$ cat config.mk
export PLATFORM = sky130hd
export DESIGN_NAME = lsu_mem_stage
export DESIGN_NICKNAME = d
export VERILOG_FILES = /design/src/rtl/lsu_mem_stage.sv
export SDC_FILE = /design/constraint.sdc
export NUM_CORES = 1
export LEC_CHECK = 0
export CAP_MARGIN = 40
export CORE_UTILIZATION = 50
export CTS_BUF_LIST = sky130_fd_sc_hd__clkbuf_4
export CTS_CLUSTER_SIZE = 14
export DETAILED_ROUTE_END_ITERATION = 7
export GPL_TIMING_DRIVEN = 0
export PLACE_DENSITY = 0.82
export RECOVER_POWER = 25
export SETUP_SLACK_MARGIN = 0.2
export SLEW_MARGIN = 10
export SYNTH_ARGS = -nofsm -noshare
export SYNTH_HDL_FRONTEND = slang
export SYNTH_SLANG_ARGS = --single-unit
$ cat constraint.sdc
create_clock -name clk -period 2.8 [get_ports clk]
set_clock_uncertainty 0.15 [all_clocks]
set_input_delay 0.56 -clock clk [delete_from_list [all_inputs] [get_ports clk]]
set_output_delay 0.56 -clock clk [all_outputs]
set_load 0.01 [all_outputs]
$ cat src/rtl/lsu_mem_stage.sv
// lsu_mem_stage: memory-access stage; runs one bus transaction per load/store and
// aligns/extends load data, passing non-memory results straight to writeback.
package lsu_pkg;
  localparam logic [5:0] I_ADD = 6'd0;
  localparam logic [5:0] I_LB  = 6'd1;
  localparam logic [5:0] I_LH  = 6'd2;
  localparam logic [5:0] I_LW  = 6'd3;
  localparam logic [5:0] I_LBU = 6'd4;
  localparam logic [5:0] I_LHU = 6'd5;
  localparam logic [5:0] I_SB  = 6'd6;
  localparam logic [5:0] I_SH  = 6'd7;
  localparam logic [5:0] I_SW  = 6'd8;
endpackage

module lsu_mem_stage import lsu_pkg::*; #(
  parameter int WIDTH   = 32,
  parameter int TIMEOUT = 16
) (
  input  logic             clk,
  input  logic             rst,
  input  logic             in_valid,
  output logic             in_ready,
  input  logic [5:0]       instr_in,
  input  logic [WIDTH-1:0] alu_out,
  input  logic [WIDTH-1:0] rs2,
  input  logic [4:0]       rd_in,
  output logic             mem_req,
  output logic             mem_we,
  output logic [WIDTH-1:0] mem_addr,
  output logic [WIDTH-1:0] mem_wdata,
  output logic [3:0]       mem_be,
  input  logic             mem_gnt,
  input  logic             mem_rvalid,
  input  logic [WIDTH-1:0] mem_rdata,
  output logic             wb_valid,
  output logic [4:0]       wb_rd,
  output logic [WIDTH-1:0] wb_data,
  output logic             err
);
  localparam int CW = $clog2(TIMEOUT) + 1;
  typedef enum logic [1:0] {IDLE, REQ, WAIT, RESP} state_t;
  state_t           r_state;
  logic [5:0]       r_instr;
  logic [1:0]       r_ofs;
  logic [4:0]       r_rd;
  logic             r_st;
  logic [WIDTH-1:0] r_rdata;
  logic [CW-1:0]    r_cnt;
  logic w_ld, w_st, w_byte, w_half, w_mis, w_done, w_timeout;
  logic [3:0]       w_be;
  logic [WIDTH-1:0] w_wd, w_bs, w_hs, w_ld_data;
  assign w_ld      = instr_in inside {I_LB, I_LH, I_LW, I_LBU, I_LHU};
  assign w_st      = instr_in inside {I_SB, I_SH, I_SW};
  assign w_byte    = instr_in inside {I_LB, I_LBU, I_SB};
  assign w_half    = instr_in inside {I_LH, I_LHU, I_SH};
  assign w_mis     = w_half ? alu_out[0] : !w_byte && |alu_out[1:0];
  assign w_be      = w_byte ? 4'b0001 << alu_out[1:0] : w_half ? 4'b0011 << alu_out[1:0] : 4'b1111;
  assign w_wd      = w_byte ? {4{rs2[7:0]}} : w_half ? {2{rs2[15:0]}} : rs2;
  assign w_bs      = r_rdata >> {r_ofs, 3'b000};
  assign w_hs      = r_rdata >> {r_ofs[1], 4'b0000};
  assign w_ld_data = r_instr == I_LB  ? {{24{w_bs[7]}}, w_bs[7:0]} :
                     r_instr == I_LBU ? {24'b0, w_bs[7:0]} :
                     r_instr == I_LH  ? {{16{w_hs[15]}}, w_hs[15:0]} :
                     r_instr == I_LHU ? {16'b0, w_hs[15:0]} : r_rdata;
  // A response in the grant cycle completes the request without visiting WAIT.
  assign w_done    = mem_rvalid && (r_state == WAIT || mem_gnt);
  assign w_timeout = r_cnt == CW'(TIMEOUT - 1);
  always_ff @(posedge clk or negedge rst)
    if (!rst) begin
      r_state   <= IDLE;
      in_ready  <= 1'b1;
      mem_req   <= 1'b0;
      mem_we    <= 1'b0;
      mem_addr  <= '0;
      mem_wdata <= '0;
      mem_be    <= '0;
      wb_valid  <= 1'b0;
      wb_rd     <= '0;
      wb_data   <= '0;
      err       <= 1'b0;
      r_instr   <= '0;
      r_ofs     <= '0;
      r_rd      <= '0;
      r_st      <= 1'b0;
      r_rdata   <= '0;
      r_cnt     <= '0;
    end else begin
      wb_valid <= 1'b0;
      err      <= 1'b0;
      case (r_state)
        IDLE:
          if (in_valid) begin
            if (!(w_ld || w_st)) begin
              wb_valid <= 1'b1;
              wb_data  <= alu_out;
              wb_rd    <= rd_in;
            end else if (w_mis) err <= 1'b1;
            else begin
              r_state   <= REQ;
              in_ready  <= 1'b0;
              mem_req   <= 1'b1;
              mem_we    <= w_st;
              mem_addr  <= {alu_out[WIDTH-1:2], 2'b00};
              mem_be    <= w_be;
              mem_wdata <= w_wd;
              r_instr   <= instr_in;
              r_ofs     <= alu_out[1:0];
              r_rd      <= w_st ? 5'd0 : rd_in;
              r_st      <= w_st;
              r_cnt     <= '0;
            end
          end
        REQ, WAIT:
          if (w_done) begin
            r_state <= RESP;
            r_rdata <= mem_rdata;
            mem_req <= 1'b0;
            mem_we  <= 1'b0;
          end else if (w_timeout) begin
            r_state  <= IDLE;
            err      <= 1'b1;
            in_ready <= 1'b1;
            mem_req  <= 1'b0;
            mem_we   <= 1'b0;
          end else begin
            r_cnt <= r_cnt + 1'b1;
            if (r_state == REQ && mem_gnt) begin
              r_state <= WAIT;
              mem_req <= 1'b0;
              mem_we  <= 1'b0;
            end
          end
        RESP: begin
          r_state  <= IDLE;
          in_ready <= 1'b1;
          wb_valid <= 1'b1;
          wb_rd    <= r_rd;
          wb_data  <= r_st ? '0 : w_ld_data;
        end
        default: r_state <= IDLE;
      endcase
    end
endmodule

# --- Yosys cells after proc, flatten, opt, wreduce, memory -nomap -nowiden ---
# Cells that the tools add are included.
word_totals:
  latchBits: 0
  in_bits: 112
  ram_bits: 0
  mem_count: 0
  mem_bits_ro: 0
  register_bits: 161
op_classes:
  div_mod_pow: 0
  n_eq_ne: 24
  n_shift: 4
  n_addsub: 1
  n_lt_le_gt_ge: 0
  mul: 0
  n_reduce_logical: 22
  n_bitwise: 1
  muxes: 56
op_table:
  columns: ["cell", "count"]
  rows:
  - ["two-way mux 32 bit", 9]
  - ["one-hot mux 32 bit (2 select lines)", 1]
  - ["two-way mux 5 bit", 8]
  - ["equality test 6 x 3 -> 1 bit, second input constant", 6]
  - [">> shifter 32 x 5 -> 16 bit", 1]
  - [">> shifter 32 x 5 -> 8 bit", 1]
  - ["two-way mux 1 bit", 22]
  - ["one-hot mux 5 bit (2 select lines)", 2]
  - ["equality test 6 x 2 -> 1 bit, second input constant", 3]
  - ["inequality test 2 bit, second input constant", 7]
  - ["equality test 6 x 1 -> 1 bit, second input constant", 2]
  - ["two-way mux 2 bit", 6]
  - ["AND reduction 5 bit", 2]
  - ["nonzero test 3 bit", 3]
  - ["two-way mux 4 bit", 2]
  - ["one-hot mux 1 bit (2 select lines)", 4]
  - ["AND reduction 4 bit", 2]
  - ["equality test 6 x 4 -> 1 bit, second input constant", 1]
  - ["one-hot mux 2 bit (3 select lines)", 1]
  - ["AND reduction 6 bit", 1]
  - ["adder 5 x 1 -> 5 bit, second input constant", 1]
  - ["equality test 5 x 4 -> 1 bit, second input constant", 1]
  - ["nonzero test 5 bit", 1]
  - ["equality test 2 bit, second input constant", 2]
  - ["other kinds (14)", 19]

# --- Logic depth before layout (Yosys ltp) ---
# Gate-level depths: netlist of the first run.
logic_depth:
  depth_word: 9
  depth_mapped: 10

# --- Worst setup path before layout of the first run ---
# No wires, ideal clock.
synth_timing:
  path_kind: "input to register"
  startpoint: "input alu_out[0]"
  endpoint: "register mem_be[0]"
  required_ps: 2528
  path_buffers: 3
  t_arrival_ps: 2164
  setup_ps: 122
  stages: 10
  setup_slack_ps: 365
  cell_sequence: "inv_1 -> ha_1 -> or2_2 -> o22ai_2 -> or4_1 -> buf_4 -> buf_6 -> buf_6 -> nand2_1 -> nand2_1"
synth_between:
  elab_chain_cells: 5
  elab_cells_between_ends: 9
  cone_classes: "shift (2); mux (3); bitwise (1); reduce/logical (3)"
synth_rtl:
  columns: ["element", "line_no", "source"]
  rows:
  - ["from (decl)", "24", "input logic [WIDTH-1:0] alu_out,"]
  - ["OR reduction 2 bit", "56", "assign w_mis = w_half ? alu_out[0] : !w_byte && |alu_out[1:0];"]
  - ["logical AND 1 bit", "56", null]
  - ["two-way mux 1 bit", "56", null]
  - ["inverter 1 bit (no source line)", null, null]
  - ["AND reduction 4 bit (no source line)", null, null]
  - ["to (signal assigned)", "104", "mem_be <= w_be;"]
  - ["to (decl)", "31", "output logic [3:0] mem_be,"]
# Parallel ways exist; a longest one is shown, timed or not.
# A chain may end at the register's enable or synchronous reset.

# --- Worst setup path after layout of the first run ---
layout_timing:
  startpoint: "input alu_out[0]"
  endpoint: "register r_rd[1]"
layout_between:
  elab_chain_cells: 5
layout_rtl:
  columns: ["element", "line_no", "source"]
  rows:
  - ["OR reduction 2 bit", "56", null]
  - ["logical AND 1 bit", "56", null]
  - ["two-way mux 1 bit *", "56", null]
  - ["inverter 1 bit (no source line) *", null, null]
  - ["AND reduction 4 bit (no source line) *", null, null]
  - ["to (signal assigned)", "108", "r_rd <= w_st ? 5'd0 : rd_in;"]
  - ["to (decl)", "45", "logic [4:0] r_rd;"]
# Mark *: on every way between the ends. The rest lies on a longest branch, timed or not.

==> impl_table.tex, run 1 <==
\begin{tabular}{lr}
\hline
Metric & Value \\
\hline
\multicolumn{2}{l}{\textbf{Worst setup path}} \\
Startpoint type of the worst setup path & primary input \\
Cell family with the largest share of critical-path delay & buffers and inverters \\
Sort of element at the end of the critical path & register \\
Largest fanout of any net on the critical path & 10 \\
Cell Chain, Critical Path & clkdlybuf4s50\_1 -> inv\_2 -> ha\_2 -> or2\_2 -> o22ai\_2 -> or4\_1 -> buf\_4 -> buf\_6 -> buf\_6 -> nand2\_1 -> nand2\_1 \\
Buffers plus inverters on the worst setup path & 5 \\
CP max stage cell & sky130\_fd\_sc\_hd\_\_or4\_1 \\
Data required, critical path & 3.12 ns \\
Maximum single-stage delay on the critical path & 0.60 ns \\
Worst Path Arrival & 2.87 ns \\
Category of the most critical setup path & primary input to register \\
\multicolumn{2}{l}{\textbf{STA}} \\
Final hold violation count & 0 \\
Unrepaired setup endpoints after global routing & yes \\
Setup Viol. Count Final & 0 \\
Period Utilization, post-route & 0.913 \\
Worst relative slew slack & -0.216 \\
Final slew viol count & 71 \\
Shortest period the worst path allows & 2.56 ns \\
Fmax & 391 MHz \\
Worst Max-Slew Pin Slew & 1.82 ns \\
\multicolumn{2}{l}{\textbf{Global route}} \\
GRT Overall Usage & 0.301 \\
Number of antenna violations at the first check in global routing & 0 \\
Via count of the first global-routing pass & 7,421 \\
Global-route wire length before repair & 38.8 mm \\
Pin count of the biggest net entering global routing & 92 \\
Total overflow reported by the global router & 0 \\
\multicolumn{2}{l}{\textbf{Synth}} \\
Post-Syn Area & 0.00822 mm² \\
Primary flip-flop cell chosen by synthesis mapping & sky130\_fd\_sc\_hd\_\_dfrtp\_1 \\
Ranking of synthesized cells by area & sky130\_fd\_sc\_hd\_\_dfrtp\_1, sky130\_fd\_sc\_hd\_\_nand2\_1, sky130\_fd\_sc\_hd\_\_mux2\_2 \\
Number of distinct library cell variants in the gate-level netlist after synthesis & 63 \\
Yosys top cell by area & sky130\_fd\_sc\_hd\_\_dfrtp\_1 \\
Post-synthesis area per instance & 9.41 µm² \\
Post-synthesis sequential element count & 161 \\
Gate count after technology mapping & 873 \\
Async S/R FF share, synth & 1.00 \\
Top-area cell type share of the netlist area & 0.487 \\
Most frequent cell after synthesis & sky130\_fd\_sc\_hd\_\_nand2\_1 \\
Sequential fraction of the synthesis area & 0.490 \\
Yosys Warn Count & 0 \\
Most numerous cell types in the synthesized netlist & sky130\_fd\_sc\_hd\_\_nand2\_1, sky130\_fd\_sc\_hd\_\_dfrtp\_1, sky130\_fd\_sc\_hd\_\_nor2\_1, sky130\_fd\_sc\_hd\_\_a21oi\_1, sky130\_fd\_sc\_hd\_\_mux2\_2 \\
Number of flops mapped to enable cells by yosys & 0 \\
\multicolumn{2}{l}{\textbf{Drt}} \\
Average vias per placed instance & 5.63 \\
Number of optimization iterations in the first detailed-route pass & 4 \\
Antenna violation net count after detailed routing & 0 \\
Routed length per placed instance & 18.3 µm \\
Via count & 7,593 \\
Post-detailed-routing wire length & 24.8 mm \\
Drc violations & 0 \\
Number of DRC markers after the initial detailed-route iteration & 568 \\
\multicolumn{2}{l}{\textbf{CTS}} \\
Worst skew pair latency & 0.57 ns \\
Buffer cell driving the clock tree root & sky130\_fd\_sc\_hd\_\_clkbuf\_4 \\
Clock Path Buffers & 2 \\
Clock transition at the register clock pins on the worst setup and hold paths after CTS & 0.13 ns \\
Sinks on the clock net & 161 \\
CTS tree & built \\
Htree depth & 4 \\
Number of buffers created by CTS & 17 \\
\multicolumn{2}{l}{\textbf{Die}} \\
Standard-cell row count & 46 \\
Total Die Area & 0.0170 mm² \\
I/O Pins & 222 \\
Initial cell density of the core & 0.516 \\
Horizontal die dimension & 130 µm \\
Core ar. & 0.0159 mm² \\
Die H & 130 µm \\
\multicolumn{2}{l}{\textbf{Finish}} \\
Number of inserted filler cells in the final layout & 1,280 \\
Layout Area Growth over Synthesis & 34.9\% \\
End-of-flow core utilization & 0.696 \\
Antenna Cells & 0 \\
Post-route cell area & 0.0111 mm² \\
Fraction of final layout cells with drive strength greater than 1 & 0.139 \\
NumNets Final & 1,244 \\
\multicolumn{2}{l}{\textbf{Run status}} \\
Result of the run & finished, violations left \\
Failing checks & max-capacitance violations, max-slew violations \\
\multicolumn{2}{l}{\textbf{Worst hold path}} \\
Worst Hold Class & primary input to register \\
\multicolumn{2}{l}{\textbf{Placed design}} \\
Instance area after placement & 0.0107 mm² \\
Last weighted congestion value of the routability-driven placer & 0.892 \\
Post-detail-place hpwl & 18.1 mm \\
Total of buffers placed on input and output ports & 217 \\
\multicolumn{2}{l}{\textbf{Flow run}} \\
\# Max-Cap Violations & 1 \\
\multicolumn{2}{l}{\textbf{Pwr}} \\
Leak & 4.93 nW \\
Worst supply voltage drop on vdd & 450 µV \\
Power per Cell Area & 989 mW/mm² \\
\hline
\end{tabular}
-- placed cells by master, fill, tap and decap left out, types with 5 or more instances in the layout --
| cell | instances |
|---|---|
| sky130_fd_sc_hd__clkbuf_1 | 26 |
| sky130_fd_sc_hd__mux2_2 | 50 |
| sky130_fd_sc_hd__o22ai_1 | 27 |
| sky130_fd_sc_hd__nand2_1 | 185 |
| sky130_fd_sc_hd__a21oi_1 | 51 |
| sky130_fd_sc_hd__mux2i_1 | 23 |
| sky130_fd_sc_hd__clkbuf_4 | 20 |
| sky130_fd_sc_hd__o21ai_0 | 48 |
| sky130_fd_sc_hd__clkbuf_2 | 10 |
| sky130_fd_sc_hd__buf_4 | 15 |
| sky130_fd_sc_hd__inv_1 | 10 |
| sky130_fd_sc_hd__clkdlybuf4s50_1 | 215 |
| sky130_fd_sc_hd__and3_1 | 5 |
| sky130_fd_sc_hd__nor2_1 | 101 |
| sky130_fd_sc_hd__buf_2 | 17 |
| sky130_fd_sc_hd__a211o_1 | 7 |
| sky130_fd_sc_hd__ha_1 | 9 |
| sky130_fd_sc_hd__o221ai_1 | 16 |
| sky130_fd_sc_hd__nand3_1 | 8 |
| sky130_fd_sc_hd__dfrtp_1 | 160 |
| sky130_fd_sc_hd__nor2b_1 | 18 |
| sky130_fd_sc_hd__o21ai_1 | 12 |
| sky130_fd_sc_hd__a31oi_1 | 12 |
| sky130_fd_sc_hd__mux4_2 | 8 |
-- cells by family (layout without fill, tap and decap cells) --
group,Yosys count,after routing,share of synthesized area
muxes,81,81,0.118
xor gates and xnor gates,2,2,0.00213
adders and majority gates,10,10,0.0152
and+or+nand+nor,351,351,0.184
other,1,2,0.000456
AOI/OAI and AO/OA,194,194,0.149
DFF,161,161,0.490
buffers and inverters,73,332,0.0400
-- layout make-up --
class	count	area [µm²]	share of cell area
timing repair buffer	229	2280	0.206
inverter	13	48.8	0.00440
multi-input combinational	640	3900	0.352
buffer	60	292	0.0263
sequential	161	4030	0.363
tap	216	270	0.0244
clock inverter	10	115	0.0104
clock buffer	20	150	0.0135
-- path summary, 6_finish.rpt --
check	from	endpoint	slack (ns)	cells past startpoint
setup reg to reg	r_instr[1]	wb_data[13]	0.32	7
setup / recovery	alu_out[0]	r_rd[1]	0.24	11
hold / removal	instr_in[1]	r_instr[1]	0.14	3
max in group asynchronous	rst	in_ready	0.43	3
hold reg to reg	r_rd[3]	r_rd[3]	0.33	2
min in group asynchronous	rst	mem_addr[23]	0.86	2
-- worst register-to-register path, cell delays in order, from the launching register on --
cell and delay [ns]:
sky130_fd_sc_hd__dfrtp_1 0.40, sky130_fd_sc_hd__buf_2 0.18, sky130_fd_sc_hd__nor3b_2 0.19, sky130_fd_sc_hd__o211ai_2 0.40
sky130_fd_sc_hd__buf_2 0.38, sky130_fd_sc_hd__mux2_2 0.38, sky130_fd_sc_hd__a21oi_1 0.20, sky130_fd_sc_hd__o22ai_1 0.10
-- timing repair --
item	CTS	global route
setup endpoints to repair	97	86
hold buffers	1	0
setup buffers	1	8
resized for setup	7	20
pin swaps	1	2
hold endpoints to repair	70	0
-- flip-flops by register name (all words and copies together), names as in the netlist, 4 cells and up --
signal and flops:
mem_wdata 32, r_rdata 32, wb_data 32, mem_addr 30, r_instr 6, r_cnt 5
r_rd 5, wb_rd 5, mem_be 4
-- through the flow --
| stage | setup WS, ns | hold WS [ns] | instances | TNS [ns] | total power, W |
|---|---|---|---|---|---|
| global route | 0.109 | 0.132 | 1349 | 0 | 0.0117 |
| detailed placement | -0.897 | 0.310 | 1309 | -61.33 | 0.00950 |
| finish | 0.244 | 0.139 | 1349 | 0 | 0.0110 |
| CTS | 0.211 | 0.120 | 1341 | 0 | 0.0109 |
| global placement | -5.53 | 0.299 | 1307 | -940.55 | 0.00931 |
| floorplan | 0.365 | 0.114 | 874 | 0 | 0.00704 |
-- per-layer routing --
layer / track usage / share of wire / vias to the layer above
li1: - / - / 3539
met1: 0.392 / 0.41 / 3669
met5: 0 / 0 / -
met2: 0.495 / 0.48 / 339
met4: 0.0971 / 0.028 / 0
met3: 0.0734 / 0.086 / 46
-- power by group --
part           total [W]  internal, W  leakage (nW)  switching (W)
Combinational    0.00549      0.00272          2.78        0.00277
Clock            0.00139     0.000546         0.141       0.000845
Sequential       0.00409      0.00328          2.01       0.000809
Total             0.0110      0.00655          4.93        0.00442
Note: power is estimated with default switching activity, not from simulation.
==> inputs of run 2 (changes only) <==
--- a/config.mk
+++ b/config.mk
@@ -8,6 +8,7 @@
 export CAP_MARGIN = 40
 export CORE_UTILIZATION = 50
 export CTS_BUF_LIST = sky130_fd_sc_hd__clkbuf_4
+export CTS_CLUSTER_DIAMETER = 80
 export CTS_CLUSTER_SIZE = 14
 export DETAILED_ROUTE_END_ITERATION = 7
 export GPL_TIMING_DRIVEN = 0
==> results of run 2 <==
The final DEF is identical to that of run 1; final timing and power are the same.
